## src/rtl/ctrl_pkg.sv

```systemverilog
// Shared encodings for the multicycle control unit: state codes, opcodes,
// ALU op codes, mux select codes and the DECODE dispatch helper.
// Contents: localparams only plus one pure function; no ports.
package ctrl_pkg;

  // State encodings (visible on the state output, so they are fixed).
  localparam logic [3:0] S_IDLE    = 4'd0;
  localparam logic [3:0] S_FETCH   = 4'd1;
  localparam logic [3:0] S_DECODE  = 4'd2;
  localparam logic [3:0] S_RTYPE_1 = 4'd3;
  localparam logic [3:0] S_RTYPE_2 = 4'd4;
  localparam logic [3:0] S_BRANCH  = 4'd5;
  localparam logic [3:0] S_JUMP    = 4'd6;
  localparam logic [3:0] S_MEMADD  = 4'd7;
  localparam logic [3:0] S_LW_1    = 4'd8;
  localparam logic [3:0] S_LW_2    = 4'd9;
  localparam logic [3:0] S_SW      = 4'd10;
  localparam logic [3:0] S_ADDI_1  = 4'd11;
  localparam logic [3:0] S_ADDI_2  = 4'd12;
  localparam logic [3:0] S_TRAP    = 4'd13;

  // Opcodes (low six bits of the IR opcode field).
  localparam logic [5:0] OP_RTYPE  = 6'b000000;
  localparam logic [5:0] OP_BRANCH = 6'b000001;
  localparam logic [5:0] OP_JUMP   = 6'b000010;
  localparam logic [5:0] OP_LW     = 6'b000011;
  localparam logic [5:0] OP_ADDI   = 6'b000100;
  localparam logic [5:0] OP_SW     = 6'b000101;

  // ALU operation codes.
  localparam logic [1:0] ALU_ADD   = 2'b00;
  localparam logic [1:0] ALU_SUB   = 2'b01;
  localparam logic [1:0] ALU_FUNCT = 2'b10;

  // ALU B-input selects.
  localparam logic [1:0] SRCB_REG    = 2'b00;
  localparam logic [1:0] SRCB_FOUR   = 2'b01;
  localparam logic [1:0] SRCB_IMM    = 2'b10;
  localparam logic [1:0] SRCB_IMM_SH = 2'b11;

  // PC source selects.
  localparam logic [1:0] PCSRC_ALU    = 2'b00;
  localparam logic [1:0] PCSRC_ALUOUT = 2'b01;
  localparam logic [1:0] PCSRC_JUMP   = 2'b10;

  // DECODE successor; any nonzero upper opcode bit makes the opcode illegal.
  function automatic logic [3:0] dispatch(input logic [5:0] op_lo, input logic op_hi_zero);
    logic [3:0] nxt;
    nxt = S_TRAP;
    if (op_hi_zero) begin
      case (op_lo)
        OP_RTYPE:     nxt = S_RTYPE_1;
        OP_BRANCH:    nxt = S_BRANCH;
        OP_JUMP:      nxt = S_JUMP;
        OP_LW, OP_SW: nxt = S_MEMADD;
        OP_ADDI:      nxt = S_ADDI_1;
        default:      nxt = S_TRAP;
      endcase
    end
    return nxt;
  endfunction

endpackage

```

## src/rtl/ctrl_word_decode.sv

```systemverilog
// Purpose: state -> datapath control word (pure Moore decode, no gating).
// Latency: combinational, zero cycles.
// Backpressure: none; FETCH ir_write/pc_write are qualified by the parent.
// Ports: state (in, 4) ; every datapath control signal (out).
module ctrl_word_decode
  import ctrl_pkg::*;
(
  input  logic [3:0] state,
  output logic       pc_write,
  output logic       pc_write_cond,
  output logic       ir_write,
  output logic       iord,
  output logic       mem_read,
  output logic       mem_write,
  output logic       reg_write,
  output logic       reg_dst,
  output logic       mem_to_reg,
  output logic       alu_src_a,
  output logic [1:0] alu_src_b,
  output logic [1:0] alu_op,
  output logic [1:0] pc_source
);

  always_comb begin
    pc_write      = 1'b0;
    pc_write_cond = 1'b0;
    ir_write      = 1'b0;
    iord          = 1'b0;
    mem_read      = 1'b0;
    mem_write     = 1'b0;
    reg_write     = 1'b0;
    reg_dst       = 1'b0;
    mem_to_reg    = 1'b0;
    alu_src_a     = 1'b0;
    alu_src_b     = SRCB_REG;
    alu_op        = ALU_ADD;
    pc_source     = PCSRC_ALU;
    case (state)
      S_FETCH: begin
        mem_read  = 1'b1;
        alu_src_b = SRCB_FOUR;
        ir_write  = 1'b1;
        pc_write  = 1'b1;
      end
      S_DECODE:  alu_src_b = SRCB_IMM_SH;
      S_RTYPE_1: begin
        alu_src_a = 1'b1;
        alu_op    = ALU_FUNCT;
      end
      S_RTYPE_2: begin
        reg_write = 1'b1;
        reg_dst   = 1'b1;
      end
      S_MEMADD, S_ADDI_1: begin
        alu_src_a = 1'b1;
        alu_src_b = SRCB_IMM;
      end
      S_LW_1: begin
        mem_read = 1'b1;
        iord     = 1'b1;
      end
      S_LW_2: begin
        reg_write  = 1'b1;
        mem_to_reg = 1'b1;
      end
      S_SW: begin
        mem_write = 1'b1;
        iord      = 1'b1;
      end
      S_ADDI_2:  reg_write = 1'b1;
      S_BRANCH: begin
        alu_src_a     = 1'b1;
        alu_op        = ALU_SUB;
        pc_write_cond = 1'b1;
        pc_source     = PCSRC_ALUOUT;
      end
      S_JUMP: begin
        pc_write  = 1'b1;
        pc_source = PCSRC_JUMP;
      end
      default: ;
    endcase
  end

endmodule

```

## src/rtl/multicycle_control_fsm.sv

```systemverilog
// Purpose: multicycle CPU control unit: state register, opcode dispatch, retire counter.
// Latency: Moore outputs from state; FETCH ir_write/pc_write follow mem_ready same cycle.
// Backpressure: FETCH, LW_1 and SW hold while mem_ready is low (unless MEM_WAIT_EN=0).
// Ports: clk, rst (async high), start, op, mem_ready in; state, control word,
//        busy, illegal_op, retired out.
module multicycle_control_fsm #(
  parameter int OP_W        = 6,
  parameter int CNT_W       = 16,
  parameter bit MEM_WAIT_EN = 1'b1
) (
  input  logic             clk,
  input  logic             rst,
  input  logic             start,
  input  logic [OP_W-1:0]  op,
  input  logic             mem_ready,
  output logic [3:0]       state,
  output logic             pc_write,
  output logic             pc_write_cond,
  output logic             ir_write,
  output logic             iord,
  output logic             mem_read,
  output logic             mem_write,
  output logic             reg_write,
  output logic             reg_dst,
  output logic             mem_to_reg,
  output logic             alu_src_a,
  output logic [1:0]       alu_src_b,
  output logic [1:0]       alu_op,
  output logic [1:0]       pc_source,
  output logic             busy,
  output logic             illegal_op,
  output logic [CNT_W-1:0] retired
);
  import ctrl_pkg::*;

  logic [3:0]       state_q, state_d;
  logic [CNT_W-1:0] retired_q, retired_d;
  logic             mem_rdy_eff;
  logic             op_hi_zero;
  logic             op_is_lw;
  logic             retire_evt;
  logic             dec_pc_write, dec_ir_write;

  assign mem_rdy_eff = MEM_WAIT_EN ? mem_ready : 1'b1;
  assign op_hi_zero  = ((op >> 6) == '0);
  assign op_is_lw    = op_hi_zero && (op[5:0] == OP_LW);

  // State register and retire counter.
  always_ff @(posedge clk or posedge rst) begin
    if (rst) begin
      state_q   <= S_IDLE;
      retired_q <= '0;
    end else begin
      state_q   <= state_d;
      retired_q <= retired_d;
    end
  end

  // Next-state logic.
  always_comb begin
    state_d = state_q;
    case (state_q)
      S_IDLE:    if (start) state_d = S_FETCH;
      S_FETCH:   if (mem_rdy_eff) state_d = S_DECODE;
      S_DECODE:  state_d = dispatch(op[5:0], op_hi_zero);
      S_RTYPE_1: state_d = S_RTYPE_2;
      S_RTYPE_2, S_LW_2, S_ADDI_2, S_BRANCH, S_JUMP: state_d = S_FETCH;
      S_MEMADD:  state_d = op_is_lw ? S_LW_1 : S_SW;
      S_LW_1:    if (mem_rdy_eff) state_d = S_LW_2;
      S_SW:      if (mem_rdy_eff) state_d = S_FETCH;
      S_ADDI_1:  state_d = S_ADDI_2;
      S_TRAP:    if (start) state_d = S_IDLE;
      default:   state_d = S_IDLE;
    endcase
  end

  // Every entry into FETCH other than from IDLE (or a FETCH stall) ends an instruction.
  always_comb begin
    retire_evt = (state_d == S_FETCH) && (state_q != S_FETCH) && (state_q != S_IDLE);
    retired_d  = retire_evt ? retired_q + CNT_W'(1) : retired_q;
  end

  ctrl_word_decode u_dec (
    .state         (state_q),
    .pc_write      (dec_pc_write),
    .pc_write_cond (pc_write_cond),
    .ir_write      (dec_ir_write),
    .iord          (iord),
    .mem_read      (mem_read),
    .mem_write     (mem_write),
    .reg_write     (reg_write),
    .reg_dst       (reg_dst),
    .mem_to_reg    (mem_to_reg),
    .alu_src_a     (alu_src_a),
    .alu_src_b     (alu_src_b),
    .alu_op        (alu_op),
    .pc_source     (pc_source)
  );

  // Output logic: only the FETCH writes wait on memory; JUMP's pc_write is unconditional.
  always_comb begin
    ir_write   = dec_ir_write & ((state_q != S_FETCH) | mem_rdy_eff);
    pc_write   = dec_pc_write & ((state_q != S_FETCH) | mem_rdy_eff);
    busy       = (state_q != S_IDLE) && (state_q != S_TRAP);
    illegal_op = (state_q == S_TRAP);
  end

  assign state   = state_q;
  assign retired = retired_q;

endmodule

```

## config.mk

```make
export PLATFORM = sky130hd
export DESIGN_NAME = multicycle_control_fsm
export DESIGN_NICKNAME = d
export VERILOG_FILES = /design/src/rtl/ctrl_pkg.sv /design/src/rtl/ctrl_word_decode.sv /design/src/rtl/multicycle_control_fsm.sv
export SDC_FILE = /design/constraint.sdc
export NUM_CORES = 1
export LEC_CHECK = 0
export ABC_AREA = 1
export CORE_ASPECT_RATIO = 0.8
export CORE_MARGIN = 10
export CORE_UTILIZATION = 43
export CTS_CLUSTER_SIZE = 40
export DETAILED_ROUTE_END_ITERATION = 8
export PLACE_DENSITY_LB_ADDON = 0.15
export SETUP_SLACK_MARGIN = 0.05
export SLEW_MARGIN = 20
export SYNTH_ARGS = -nofsm -noshare
export SYNTH_HDL_FRONTEND = slang
export SYNTH_SLANG_ARGS = --single-unit
```

## constraint.sdc

```tcl
create_clock -name clk -period 1.6 [get_ports clk]
set_clock_uncertainty 0.2 [all_clocks]
set_input_delay 0.32 -clock clk [delete_from_list [all_inputs] [get_ports clk]]
set_output_delay 0.32 -clock clk [all_outputs]
set_load 0.01 [all_outputs]
```

==> Yosys cells after proc, flatten, opt, wreduce, memory -nomap -nowiden <==
Cells that the tools add are included.
{ "word_totals": {"word_cells": 62, "reg_bits": 20, "inputBits": 10} }
{ "classes": {"reduce_logical": 14, "mux": 21, "eq_ne": 21, "add_sub_neg": 1, "bitwise_logic": 3} }
{ "op_table": {"columns": ["cell", "count"], "rows": [
  ["$pmux 4 s10", 1],
  ["$eq 4x4->1 const B", 6],
  ["$mux 4", 5],
  ["$pmux 4 s5", 1],
  ["$add 16x1->16 const B", 1],
  ["$eq 4x3->1 const B", 4],
  ["$eq 6x2->1 const B", 2],
  ["$eq 6x3->1 const B", 2],
  ["$mux 1", 10],
  ["$reduce_or 2->1", 5],
  ["$eq 4x1->1 const B", 2],
  ["$eq 4x2->1 const B", 2],
  ["$pmux 2 s2", 2],
  ["$eq 6x1->1 const B", 1],
  ["$logic_not 6->1", 1],
  ["$pmux 2 s3", 1],
  ["$reduce_or 5->1", 1],
  ["$logic_not 4->1", 1],
  ["$ne 4x1->1 const B", 1],
  ["$ne 4x4->1 const B", 1],
  ["$reduce_bool 4->1", 1],
  ["$reduce_or 4->1", 1],
  ["$logic_and 1x1->1", 3],
  ["$reduce_or 3->1", 1],
  ["other kinds (3)", 4]
]} }

==> Logic depth before layout (Yosys ltp) <==
{ "logic_depth": {"depth_word": 7, "mapped_depth": 12} }

==> By module <==
From an unflattened synthesis, not the netlist that was laid out.
{ "hier_totals": {"cells_unflattened": 258, "hier_area_um2": 1694.1} }
{ "by_module_without_submodules": {"columns": ["mod", "instances", "seq_area_each_um2", "cells_per_inst", "area_per_inst_um2"], "rows": [
  ["multicycle_control_fsm", 1, 500.5, 221, 1525.2],
  ["ctrl_word_decode", 1, 0.0, 37, 168.9]
]} }

==> Worst setup path before layout <==
Ideal clock, no wire load.
{ "synth_path": {"kind": "register to register", "start": "reg state_q[0], in the netlist state[0]", "end": "reg retired_q[10], in the netlist retired[10]", "path_buffers": 1, "synth_period_minus_slack_ns": 1.796, "arrival_time_ns": 1.478, "setup_time_ns": 0.118, "setup_slack_ns": -0.196, "path_stages_with_launch": 12, "cell_sequence": "dfrtp_1 -> inv_2 -> nand2_2 -> nand2_1 -> a21oi_1 -> nor2_1 -> nand2_2 -> nor2_4 -> nand4_4 -> buf_6 -> nand2_1 -> nand2_1"} }
{ "synth_between": {"elab_chain_cells": 6, "word_cells_on_any_way": 26, "cone_classes": "15 x eq/ne; 6 x mux; 5 x reduce/logical"} }
{ "synth_rtl": {"columns": ["element", "line_no", "rtl"], "rows": [
  ["from (decl)", "multicycle_control_fsm.sv:36", "logic [3:0] state_q, state_d;"],
  ["from (signal assigned)", "multicycle_control_fsm.sv:54", "state_q <= state_d;"],
  ["$eq 4x4->1 / $eq 4x3->1 (equally long branches)", "multicycle_control_fsm.sv:62", "case (state_q)"],
  ["$reduce_or 5->1", "multicycle_control_fsm.sv:62", null],
  ["$pmux 4 s10 *", "multicycle_control_fsm.sv:62", null],
  ["via state_d[3]", "multicycle_control_fsm.sv:36", null],
  ["$eq 4x1->1 *", "multicycle_control_fsm.sv:79", "retire_evt = (state_d == S_FETCH) && (state_q != S_FETCH) && (state_q != S_IDLE);"],
  ["$logic_and 1x1->1 * (2 in a row)", "multicycle_control_fsm.sv:79", null],
  ["to (signal assigned)", "multicycle_control_fsm.sv:55", "retired_q <= retired_d;"],
  ["to (decl)", "multicycle_control_fsm.sv:37", "logic [CNT_W-1:0] retired_q, retired_d;"]
]} }
Mark *: on every way through the listed nets, which the timed path passes. The rest lies on a longest branch.
A chain may end at the register's enable or synchronous reset.

==> Worst setup path after layout <==
{ "layout_path": {"start": "reg state_q[2], in the netlist state[2]", "end": "reg retired_q[9], in the netlist retired[9]"} }
Same word-level chain as after synthesis.

==> impl_metrics.json <==
{
  "layout.nets": 371,
  "cts_buffers": 3,
  "drc": 0,
  "synthCells": 245,
  "synth_top_area_cell": "dfrtp_1",
  "r2r_end": "retired[9]",
  "clk_latency_ns": 0.27,
  "avgSynthCellArea_sq_um": 6.64,
  "drtAntennaViolNets": 0,
  "synth_area_sq_um": 1630,
  "ys_warn_count": 0,
  "setup_viol": 39,
  "path_class": "reg2reg",
  "dieArea_sq_um": 6660,
  "worst_slew_pin_slew_ns": 0.339,
  "synthFlopType": "dfrtp_1",
  "ys_ff_latch": 20,
  "cts.htree.levels": 1,
  "pre_cts_slack_ns": -0.632,
  "diodes": 0,
  "path_max_fanout": 7,
  "design.core.area_sq_um": 3540,
  "startpoint_type": "flip-flop",
  "required_ns": 1.55,
  "r2r_cells": 11,
  "drv_slew": 0,
  "clkSlewWorstSetupHoldPaths_ns": 0.08,
  "ys_async_sr_fraction": 1.00,
  "post-route-util": 0.858,
  "cts.sinks": 20,
  "wirelength_um": 7800,
  "gr-usage-all-layers": 0.188,
  "grt_pass1_vias": 2074,
  "start_util": 0.460,
  "synth_edf_count": 0,
  "dr_total_vias": 2367,
  "p_leak_uw": 0.00167,
  "port_buffers": 47,
  "layout-drive-gt1-share": 0.485,
  "cp_slowest_cell": "dfrtp_2",
  "rsz0062_at_grt": "yes",
  "drv_cap": 0,
  "end_kind": "flip-flop",
  "min_period_over_period": 1.32,
  "crit_top_cell": "nand2_2",
  "slew_headroom": 0.773,
  "area_delta_synth_final_pct": 86.6,
  "dpl.hpwl_um": 4070,
  "netlist_top_cells_area": "dfrtp_1, nand2_1, nand4_1",
  "cts_tree": "done",
  "grt-busiest-layer": "met2",
  "grt_use_met2": 0.314,
  "max_stage_delay_ns": 0.49,
  "die_h_um": 75.0,
  "wl_per_cell_um": 19.4,
  "ir_worst_vdd_mv": 1.58,
  "fin_crit_ns": 2.11,
  "worstSetupPathDepth": 11,
  "antenna_found_initial": 0,
  "power_density_nw_per_um2": 1700,
  "status": "complete, but fails checks",
  "critPathBufInv": 2,
  "r2r_setup_slack_ns": -0.51,
  "violations": "negative setup slack",
  "max_freq_mhz": 474,
  "grt_first_pass_wirelength_um": 9940,
  "setup_slack_ns": -0.510,
  "cp_cell_sequence": "nand2_2 > inv_2 > buf_6 > nand3_4 > nand2_4 > nor2_4 > nand2_2 > nor2_4 > nand4_4 > nand2_2 > nand2_1",
  "synth.distinct_cells": 27,
  "seq_area_frac_synth": 0.307,
  "cts_root_buf": "clkbuf_8",
  "synthDominantCellAreaShare": 0.307,
  "grtUsageMet1": 0.233,
  "syn-num-nets": 256,
  "first_pass_iters": 6,
  "overflow": 0,
  "arrival_ns": 2.06,
  "hold_viol": 0,
  "globalplace.congestion": 0.789,
  "clock_tree.buffer_depth": 2,
  "vias_per_cell": 5.90,
  "num_io_pins": 48,
  "die_x_um": 88.8,
  "rows": 19,
  "met3_usage": 0.0442,
  "drt_iter0_drc": 372,
  "path_delay_family": "simple AND/OR/NAND/NOR gates",
  "reg2reg_from": "state[2]",
  "hold_class": "in2async",
  "grt_max_degree": 21
}
==> power breakdown <==
group,switching [uW],internal [uW],total (uW)
Sequential,125,603,728
Combinational,2280,1760,4040
Clock,190,220,410
Total,2590,2590,5180
==> state kept, by name, indices dropped and copies added, names as in the netlist <==
signal,count
retired,16
state,4
==> Yosys cell counts, types with 2 or more instances <==
cell type and number:
nand2_1 77, inv_1 33, nor2_1 30, nand4_1 21, dfrtp_1 20, nand3_1 15, xor2_1 8, nor2_4 6
nor3_1 4, o21ai_0 4, buf_4 3, inv_2 3, nand3_2 3, buf_6 2, nand2_2 2, nor2_2 2
xnor2_1 2
==> metal layers <==
layer  vias up  part of all wire
met5         -                 0
met4         0             0.043
met3        54              0.12
met2       210              0.48
met1      1093              0.35
li1       1010                 -
==> final cells by class <==
type | count | area, sq um
Clock buffer | 4 | 55.1
Fill cell | 178 | 504
Inverter | 36 | 153
Multi-Input combinational cell | 184 | 1230
Sequential cell | 20 | 507
Tap cell | 42 | 52.6
Timing Repair Buffer | 115 | 1040
==> layout by cell type, fill, tap and decap left out, types with 9 or more instances in the layout <==
| cell | count |
|---|---|
| nor2_1 | 17 |
| dlygate4sd2_1 | 15 |
| buf_6 | 38 |
| inv_1 | 21 |
| nand2_4 | 11 |
| nor2_4 | 17 |
| buf_2 | 11 |
| buf_4 | 41 |
| nand2_1 | 56 |
| inv_2 | 10 |
| dfrtp_1 | 15 |
| nand2_2 | 12 |
| nand4_1 | 21 |
| nand3_1 | 9 |
==> cell families after synthesis <==
family          Yosys count  synth area share
simple gates            165             0.493
buf+inv                  42             0.114
flops                    20             0.307
xor+xnor                 10            0.0538
compound gates            7            0.0238
fa+ha+maj                 1           0.00769
==> worst max-delay path by stage <==
stage                     startpoint           to  slack (ns)
after floorplan             state[0]  retired[10]       -0.16
after detailed placement       op[5]   retired[5]       -0.63
after global routing        state[2]   retired[9]       -0.57
after global placement     mem_ready     pc_write       -0.57
after CTS                   state[1]   retired[5]       -0.37
final                       state[2]   retired[9]       -0.51
==> worst min-delay path: stages <==
cell,delay (ns)
clkdlybuf4s50_1,0.40
inv_1,0.05
buf_4,0.27
==> repair_timing <==
action	CTS	global route
setup endpoints to repair	56	45
resized for setup	168	73
cloned	2	0
pin swaps	25	41
hold buffers	0	0
buffers inserted	14	11
==> metrics by stage <==
step	hold WS, ns	cell area [sq um]	TNS [ns]	instances	power [uW]
CTS	0.184	2810	-10.34	395	4800
detailed placement	0.315	2500	-17.19	376	3600
finish	0.181	3040	-12.82	401	5180
floorplan	0.0836	1640	-2.15	245	2210
global placement	0.305	2500	-15.82	376	3570
global route	0.216	3040	-14.65	401	5380
Note: power is estimated with default switching activity, not from simulation.
